==> config.mk <==
export PLATFORM = sky130hd
export DESIGN_NAME = seven_seg_serial_scanner
export DESIGN_NICKNAME = d
export VERILOG_FILES = /design/src/rtl/seven_seg_pkg.sv /design/src/rtl/seven_seg_frame_builder.sv /design/src/rtl/seven_seg_serial_scanner.sv
export SDC_FILE = /design/constraint.sdc
export NUM_CORES = 1
export LEC_CHECK = 0
export BUFFER_PORTS_ARGS = -buffer_cell sky130_fd_sc_hd__buf_2
export CORE_MARGIN = 8
export CORE_UTILIZATION = 45
export CTS_CLUSTER_SIZE = 40
export DETAILED_ROUTE_END_ITERATION = 6
export GPL_TIMING_DRIVEN = 0
export PLACE_DENSITY = 0.68
export SYNTH_ARGS = -nofsm -noshare
export SYNTH_HDL_FRONTEND = slang
export SYNTH_SLANG_ARGS = --single-unit
==> constraint.sdc <==
create_clock -name clk -period 3.9 [get_ports clk]
set_clock_uncertainty 0.15 [all_clocks]
set_input_delay 0.39 -clock clk [delete_from_list [all_inputs] [get_ports clk]]
set_output_delay 0.39 -clock clk [all_outputs]
set_load 0.005 [all_outputs]
==> src/rtl/seven_seg_pkg.sv <==
// Shared constants for the serial seven-segment scanner: glyph table, digit select codes
// and the scan FSM state type.
package seven_seg_pkg;

  localparam int FRAME_W = 16;

  // Segment patterns for hex 0..F as wired on the display header (bit 0 is the dp)
  localparam logic [7:0] GLYPH [16] = '{
    8'hEE, 8'h48, 8'h3E, 8'h7C, 8'hD8, 8'hF4, 8'hF6, 8'h68,
    8'hFE, 8'hFC, 8'hFA, 8'hD6, 8'hA6, 8'h5E, 8'hB6, 8'hB2
  };

  localparam logic [7:0] DIGIT_SEL [8] = '{
    8'h40, 8'h20, 8'h08, 8'h04, 8'h80, 8'h10, 8'h02, 8'h01
  };

  typedef enum logic [2:0] {
    S_IDLE,
    S_LOAD,
    S_SHIFT,
    S_LATCH,
    S_GAP
  } state_t;

endpackage

==> src/rtl/seven_seg_frame_builder.sv <==
// Combinational frame assembly for one digit: {SEG, SEL}, SEL shifted out first.
import seven_seg_pkg::*;

module seven_seg_frame_builder (
  input  logic [3:0]         nibble,
  input  logic               dp,
  input  logic               blank,
  input  logic [2:0]         digit,
  output logic [FRAME_W-1:0] frame
);

  logic [7:0] seg;

  // Blanking only clears the glyph; the decimal point stays visible
  always_comb begin
    seg    = blank ? 8'h00 : GLYPH[nibble];
    seg[0] = seg[0] | dp;
    frame  = {seg, DIGIT_SEL[digit]};
  end

endmodule

==> src/rtl/seven_seg_serial_scanner.sv <==
// Scans NUM_DIGITS hex digits into a 74HC595-style chain, one 16-bit frame per digit,
// generating its own shift clock and latch strobe.
import seven_seg_pkg::*;

module seven_seg_serial_scanner #(
  parameter int NUM_DIGITS  = 4,
  parameter int SCLK_DIV    = 4,
  parameter int REFRESH_GAP = 64
) (
  input  logic                    clk,
  input  logic                    rst_n,
  input  logic [4*NUM_DIGITS-1:0] data_in,
  input  logic [NUM_DIGITS-1:0]   dp_in,
  input  logic                    blank_lz,
  input  logic                    enable,
  output logic                    sclk,
  output logic                    sdata,
  output logic                    latch,
  output logic                    frame_done
);

  localparam int IDX_W   = (NUM_DIGITS > 1) ? $clog2(NUM_DIGITS) : 1;
  localparam int CNT_MAX = (2 * SCLK_DIV > REFRESH_GAP) ? 2 * SCLK_DIV : REFRESH_GAP;
  localparam int CNT_W   = $clog2(CNT_MAX + 1);
  localparam int BIT_W   = $clog2(FRAME_W);

  localparam logic [IDX_W-1:0] LAST_IDX   = IDX_W'(NUM_DIGITS - 1);
  localparam logic [CNT_W-1:0] HALF_LAST  = CNT_W'(SCLK_DIV - 1);
  localparam logic [CNT_W-1:0] FD_AT      = CNT_W'(2 * SCLK_DIV - 2);
  localparam logic [CNT_W-1:0] LATCH_LAST = CNT_W'(2 * SCLK_DIV - 1);
  localparam logic [CNT_W-1:0] GAP_LAST   = CNT_W'((REFRESH_GAP > 0) ? REFRESH_GAP - 1 : 0);
  localparam logic [BIT_W-1:0] BIT_LAST   = BIT_W'(FRAME_W - 1);

  state_t                  state;
  logic [IDX_W-1:0]        idx;
  logic [IDX_W-1:0]        next_idx;
  logic [CNT_W-1:0]        cnt;
  logic [BIT_W-1:0]        bit_cnt;
  logic [FRAME_W-2:0]      shreg;
  logic [4*NUM_DIGITS-1:0] shadow_data;
  logic [NUM_DIGITS-1:0]   shadow_dp;
  logic                    shadow_blank;

  logic [4*NUM_DIGITS-1:0] src_data;
  logic [NUM_DIGITS-1:0]   src_dp;
  logic [3:0]              nibble;
  logic                    higher_zero;
  logic                    blank;
  logic [FRAME_W-1:0]      frame;

  // Digit 0 is built from the live inputs because the shadow is captured on that same edge
  always_comb begin
    src_data    = (idx == '0) ? data_in : shadow_data;
    src_dp      = (idx == '0) ? dp_in : shadow_dp;
    nibble      = src_data[{idx, 2'b00} +: 4];
    higher_zero = 1'b1;
    for (int j = 0; j < NUM_DIGITS; j++) begin
      if (j >= int'(idx) && shadow_data[4*j +: 4] != 4'h0) higher_zero = 1'b0;
    end
    blank    = shadow_blank && (idx != '0) && higher_zero;
    next_idx = (idx == LAST_IDX) ? '0 : idx + 1'b1;
  end

  seven_seg_frame_builder u_frame_builder (
    .nibble (nibble),
    .dp     (src_dp[idx]),
    .blank  (blank),
    .digit  (3'(idx)),
    .frame  (frame)
  );

  always_ff @(posedge clk or negedge rst_n) begin
    if (!rst_n) begin
      state        <= S_IDLE;
      sclk         <= 1'b0;
      sdata        <= 1'b0;
      latch        <= 1'b0;
      frame_done   <= 1'b0;
      idx          <= '0;
      cnt          <= '0;
      bit_cnt      <= '0;
      shreg        <= '0;
      shadow_data  <= '0;
      shadow_dp    <= '0;
      shadow_blank <= 1'b0;
    end else begin
      case (state)
        S_IDLE: begin
          sclk       <= 1'b0;
          sdata      <= 1'b0;
          latch      <= 1'b0;
          frame_done <= 1'b0;
          idx        <= '0;
          cnt        <= '0;
          if (enable) state <= S_LOAD;
        end
        S_LOAD: begin
          if (idx == '0) begin
            shadow_data  <= data_in;
            shadow_dp    <= dp_in;
            shadow_blank <= blank_lz;
          end
          sdata   <= frame[0];
          shreg   <= frame[FRAME_W-1:1];
          sclk    <= 1'b0;
          cnt     <= '0;
          bit_cnt <= '0;
          state   <= S_SHIFT;
        end
        // Each bit: sclk low half (data settles), then high half; data advances on the fall
        S_SHIFT: begin
          if (cnt == HALF_LAST) begin
            cnt <= '0;
            if (!sclk) begin
              sclk <= 1'b1;
            end else begin
              sclk <= 1'b0;
              if (bit_cnt == BIT_LAST) begin
                latch <= 1'b1;
                state <= S_LATCH;
              end else begin
                bit_cnt <= bit_cnt + 1'b1;
                sdata   <= shreg[0];
                shreg   <= {1'b0, shreg[FRAME_W-2:1]};
              end
            end
          end else begin
            cnt <= cnt + 1'b1;
          end
        end
        S_LATCH: begin
          if (cnt == LATCH_LAST) begin
            latch      <= 1'b0;
            frame_done <= 1'b0;
            sdata      <= 1'b0;
            cnt        <= '0;
            if (REFRESH_GAP > 0) begin
              idx   <= next_idx;
              state <= S_GAP;
            end else if (enable) begin
              idx   <= next_idx;
              state <= S_LOAD;
            end else begin
              idx   <= '0;
              state <= S_IDLE;
            end
          end else begin
            cnt        <= cnt + 1'b1;
            frame_done <= (cnt == FD_AT);
          end
        end
        S_GAP: begin
          if (cnt == GAP_LAST) begin
            cnt <= '0;
            if (enable) begin
              state <= S_LOAD;
            end else begin
              idx   <= '0;
              state <= S_IDLE;
            end
          end else begin
            cnt <= cnt + 1'b1;
          end
        end
        default: state <= S_IDLE;
      endcase
    end
  end

endmodule

; After elaboration in Yosys (flattened, before gate mapping)
; Memory sizes are Yosys's and may differ from the RTL's.
; Cells that the tools add are included.
[word_totals]
reg_bits = 56
romBits = 192
output_inout_bits = 4
mem_count = 2
[memory_table]
columns = memory, words, word_bits, rd, rd_clocked_by_memory_dff, write_ports, line_no
row1 = (no name shown), 16, 8, 1, 0, 0, seven_seg_frame_builder.sv:16  ; seg = blank ? 8'h00 : GLYPH[nibble];
row2 = (no name shown), 8, 8, 1, 0, 0, seven_seg_frame_builder.sv:18  ; frame = {seg, DIGIT_SEL[digit]};
[classes]
add_sub_neg = 3
n_lt_le_gt_ge = 6
eq_ne = 18
shift = 1
muxes = 52
bitwise = 3
reduce_logical = 27
[op_table]
columns = op, n
row1 = $mux 15, 3
row2 = $mux 8, 5
row3 = $pmux 15 s2, 1
row4 = $pmux 7 s4, 1
row5 = $reduce_bool 4->1, 6
row6 = $mux 7, 3
row7 = $mux 3, 6
row8 = $mux 1, 16
row9 = $mux 16, 1
row10 = $mux 4, 4
row11 = $ne 2x2->1 const B, 8
row12 = $shiftx 16x5->4, 1
row13 = $pmux 3 s5, 1
row14 = $eq 7x3->1 const B, 2
row15 = $reduce_and 5->1, 2
row16 = $mux 2, 4
row17 = $pmux 4 s2, 1
row18 = $reduce_and 4->1, 2
row19 = $reduce_bool 2->1, 4
row20 = $add 7x1->7 const B, 1
row21 = $eq 7x2->1 const B, 1
row22 = $eq 7x6->1 const B, 1
row23 = $eq 3x2->1 const B, 2
row24 = $pmux 2 s3, 1
row25 = 25 further kinds, 33

; Logic depth before layout (Yosys ltp)
[depth]
depth_word = 10
mapped_depth = 12

; Hierarchy
; A second synthesis with hierarchy kept.
[hier_totals]
cells_unflattened = 331
area_unflattened_um2 = 3583.4
[by_module_without_submodules]
columns = mod, n_inst, cells_each, area_per_inst_um2, seq_area_each_um2
row1 = seven_seg_serial_scanner, 1, 286, 3248.1, 1401.3
row2 = seven_seg_frame_builder, 1, 45, 335.3, 0.0

; Worst setup path after synthesis
; OpenSTA, ideal clock, no wires.
[synth_path]
kind = reg-to-reg
start = reg idx[0]
end = reg shreg[9]
setup_ns = 0.083
arrival_time_ns = 3.043
t_required_ns = 3.667
slack_ns = 0.625
stages_incl_launch_ff = 12
cell_sequence = dfrtp_1 buf_2 inv_1 ha_1 buf_2 mux4_2 mux2i_1 inv_1 ha_1 mux2_2 mux2_2 o21ai_0
[synth_via]
elab_chain_cells = 9
elab_cells_between_ends = 22
[synth_lines]
columns = item, line_no
row1 = from (decl), seven_seg_serial_scanner.sv:35  ; logic [IDX_W-1:0] idx;
row2 = from (signal assigned), seven_seg_serial_scanner.sv:138  ; idx <= next_idx;
row3 = from (signal assigned), seven_seg_serial_scanner.sv:141  ; idx <= next_idx;
row4 = $logic_not 2->1 / $ge 1x2->1 (equally long branches), "seven_seg_serial_scanner.sv:53, seven_seg_serial_scanner.sv:58"
row5 = $mux 16 / $logic_and 1x1->1 (equally long branches), n/a
row6 = $shiftx 16x5->4 / $mux 1 (equally long branches), "seven_seg_serial_scanner.sv:55, seven_seg_serial_scanner.sv:58"
row7 = $not 4->5 (implied by the code) / $mux 1 (equally long branches), "seven_seg_frame_builder.sv:16, seven_seg_serial_scanner.sv:58"
row8 = $mem_v2 16x8 / $mux 1 (equally long branches), n/a
row9 = $mux 8 (implied by the code) / $mux 1 (equally long branches), "seven_seg_frame_builder.sv:16, seven_seg_serial_scanner.sv:58"
row10 = $mux 8 (implied by the code) / $logic_and 1x1->1 (equally long branches), "seven_seg_frame_builder.sv:16, seven_seg_serial_scanner.sv:60"
row11 = $mux 8 (*), seven_seg_frame_builder.sv:16
row12 = $pmux 15 s2 (*), seven_seg_serial_scanner.sv:87  ; case (state)
row13 = to (signal assigned), seven_seg_serial_scanner.sv:104  ; shreg <= frame[FRAME_W-1:1];
row14 = to (signal assigned), seven_seg_serial_scanner.sv:124  ; shreg <= {1'b0, shreg[FRAME_W-2:1]};
row15 = to (decl), seven_seg_serial_scanner.sv:39  ; logic [FRAME_W-2:0] shreg;
; Mark *: on every way between the ends. The rest lies on a longest branch, timed or not. The select of a mux whose other input is x is not followed.
; A chain may end at the register's enable or synchronous reset.

; Worst setup path after layout
; Ends and elaborated chain as after synthesis.

==> results.json <==
{
  "outcome": "finished, violations left",
  "violations": "negative hold slack",
  "grt_pass1_vias": 2641,
  "syn_to_final_growth_pct": 11.4,
  "fmax_mhz": 275,
  "die_area_sq_mm": 0.0104,
  "route.detailed.drc": 0,
  "ys_ff_latch": 56,
  "cellPowerDensity_mw_per_mm2": 269,
  "grt_max_degree": 57,
  "r2r-start": "idx[0]",
  "die_x_microns": 102,
  "vias": 2511,
  "finalSetupViolCount": 0,
  "drt_pass1_iterations": 4,
  "cp_slowest_cell": "mux4_2",
  "synth.top_cells.by_count": "dfrtp_1 (56), nand2_1 (29), nor2_1 (24)",
  "drv_cap": 0,
  "cts_max_path_buffers": 2,
  "async_reset_ff_frac": 1.00,
  "min_path_type": "input port to async pin",
  "clock_latency_ns": 0.32,
  "start_util": 0.461,
  "numCtsBuffers": 5,
  "tritoncts": "yes",
  "synth_top_area_share": 0.422,
  "final_core_util": 0.514,
  "grt_antenna_before_repair": 0,
  "placementRows": 31,
  "finalHoldViolCount": 44,
  "cts.clk_slew.worst_paths_ns": 0.10,
  "core_sq_mm": 0.00721,
  "ctsHtreeMaxLevel": 2,
  "crit_chain": "buf_2 -> inv_1 -> ha_1 -> buf_2 -> mux4_2 -> mux2i_2 -> inv_1 -> ha_1 -> mux2_2 -> mux2_2 -> o21ai_0",
  "synth_cell_types": 50,
  "synth.most_common_cell": "dfrtp_1",
  "drt_first_iter_violations": 153,
  "synthFlopType": "dfrtp_1",
  "fin_crit_sh": 0.934,
  "vdd_drop_max_uv": 185,
  "finalNetCount": 392,
  "power_leakage_nw": 1.59,
  "overflow": 0,
  "startpoint_type": "flip-flop",
  "yosysSeqAreaShare": 0.422,
  "n_antenna_cell": 0,
  "path_buf_inv": 4,
  "critPathLaunch": "idx[0]",
  "synth_fp_nets": 358,
  "ys_warn_count": 0,
  "pin_count": 28,
  "drv_slew": 0,
  "avgSynthCellArea_sq_um": 10.4,
  "netlist_instances": 320,
  "worst_slew_pin_slew_ns": 0.714,
  "clkSinkCount": 56,
  "viasPerCell": 5.53,
  "period_minus_slack_ns": 3.64,
  "drive_gt1_frac": 0.237,
  "rsz0062_at_grt": "false",
  "ys_top_cells_by_area": "dfrtp_1 (42%), mux4_2 (6.8%), mux2i_1 (6.3%), mux2_2 (6.1%), ha_1 (5.3%)",
  "cts_root_buf": "clkbuf_8",
  "drtAntennaViolNets": 0,
  "holdWs_ns": -0.0384,
  "crit_family": "multiplexers",
  "place_hpwl_microns": 5220,
  "synth_edf_count": 0,
  "critPathMaxStageDelay_ns": 0.56,
  "critPathMaxFanout": 10,
  "die_h_microns": 102,
  "critical_path_class": "flip-flop to flip-flop",
  "netlist_area_sq_mm": 0.00332,
  "tns_ns": 0,
  "io_buffers": 27,
  "yosysTopAreaCell": "dfrtp_1",
  "worstSetupEndpointType": "flip-flop",
  "slew_headroom": 0.524,
  "crit_arrival_ns": 3.73,
  "wire_per_inst_microns": 15.6,
  "worst_ep_required_time_ns": 3.99,
  "grtUsageTotal": 0.149,
  "grt_pass1_wl_microns": 12400,
  "wl_microns": 7080,
  "gp_congestion": 0.891
}
## registers in the layout, indices dropped and copies added, names as in the netlist
name and cells:
latch 1, shadow_dp 4, shadow_blank 1, idx 2, cnt 7, sdata 1, sclk 1, frame_done 1
bit_cnt 4, state 3, shadow_data 16, shreg 15
## final timing paths
check | cells after the start | to | slack, ns
setup / recovery | 11 | shreg[9] | 0.26
hold / removal | 1 | cnt[1] | -0.04
setup reg to reg | 11 | shreg[9] | 0.26
hold reg to reg | 2 | shreg[6] | 0.33
max in group asynchronous | 1 | shreg[13] | 3.15
min in group clk | 2 | shadow_blank | 0.15
## worst reg2reg max path: stages, from the launching register on
cell     delay, ns
dfrtp_1       0.51
buf_2         0.27
inv_1         0.11
ha_1          0.26
buf_2         0.32
mux4_2        0.56
mux2i_2       0.34
inv_1         0.11
ha_1          0.25
mux2_2        0.27
mux2_2        0.27
o21ai_0       0.14
## report_power, final
group | leakage (nW) | internal (mW) | switching, mW
clock | 0.0541 | 0.190 | 0.200
sequential | 0.700 | 0.580 | 0
combinational | 0.837 | 0.00900 | 0.0166
total | 1.59 | 0.780 | 0.216
## cells by family after synthesis
| family | count (synthesis) | synth area share |
|---|---|---|
| and+or+nand+nor | 100 | 0.145 |
| AOI/OAI and AO/OA | 68 | 0.135 |
| DFF | 56 | 0.422 |
| muxes | 50 | 0.196 |
| buffers and inverters | 29 | 0.0418 |
| adders and majority gates | 14 | 0.0527 |
| xor gates and xnor gates | 3 | 0.00791 |
## stage by stage
stage	setup slack, ns	std cells	hold slack [ns]	power (mW)	cell area [sq um]
finish	0.258	454	-0.0384	0.996	3700
global route	0.00205	454	0.0291	1.03	3700
detailed placement	0.148	446	0.308	0.618	3580
CTS	0.124	454	0.137	1.01	3690
floorplan	0.625	320	-0.0556	0.592	3320
global placement	0.225	446	0.309	0.618	3580
## layer usage
layer | part of all wire | vias to the layer above | wire (microns) | track usage
met5 | 0 | - | 0 | 0
met4 | 0.014 | 0 | 99 | 0.0474
met3 | 0.037 | 10 | 261 | 0.0341
met2 | 0.47 | 45 | 3330 | 0.247
met1 | 0.48 | 1227 | 3390 | 0.187
li1 | - | 1229 | - | -
## cells in the final DEF (no fill, tap or decap), types with 3 or more instances in the layout
cell,n
nor3_1,5
buf_6,3
nand2b_1,4
clkbuf_8,5
ha_1,14
nor4_1,4
dfrtp_1,56
or2_2,3
mux2_2,18
o21ai_0,12
nand2_1,29
clkbuf_1,6
xnor2_1,3
nand3_1,15
mux2i_1,19
inv_1,11
mux2i_2,3
o31ai_1,4
mux4_2,10
a21oi_1,22
o21ai_1,5
buf_2,32
a31oi_1,3
nor2b_1,4
nor2_1,24
a22o_1,4
## area by class of cell
class                      instances  area (sq um)
sequential                        56          1400
tap                               99           124
timing repair buffer              27           138
fill                             691          3510
multi-input combinational        235          1790
buffer                            17          93.8
inverter                          12          45.0
clock buffer                       5          68.8
clock inverter                     3          42.5
## timing repair
item                       4_1_cts  5_1_grt
hold buffers                     0        0
setup buffers                    0        0
resized for setup                0        2
setup endpoints to repair        0        2
No activity file was read; power rests on OpenSTA's default activity.
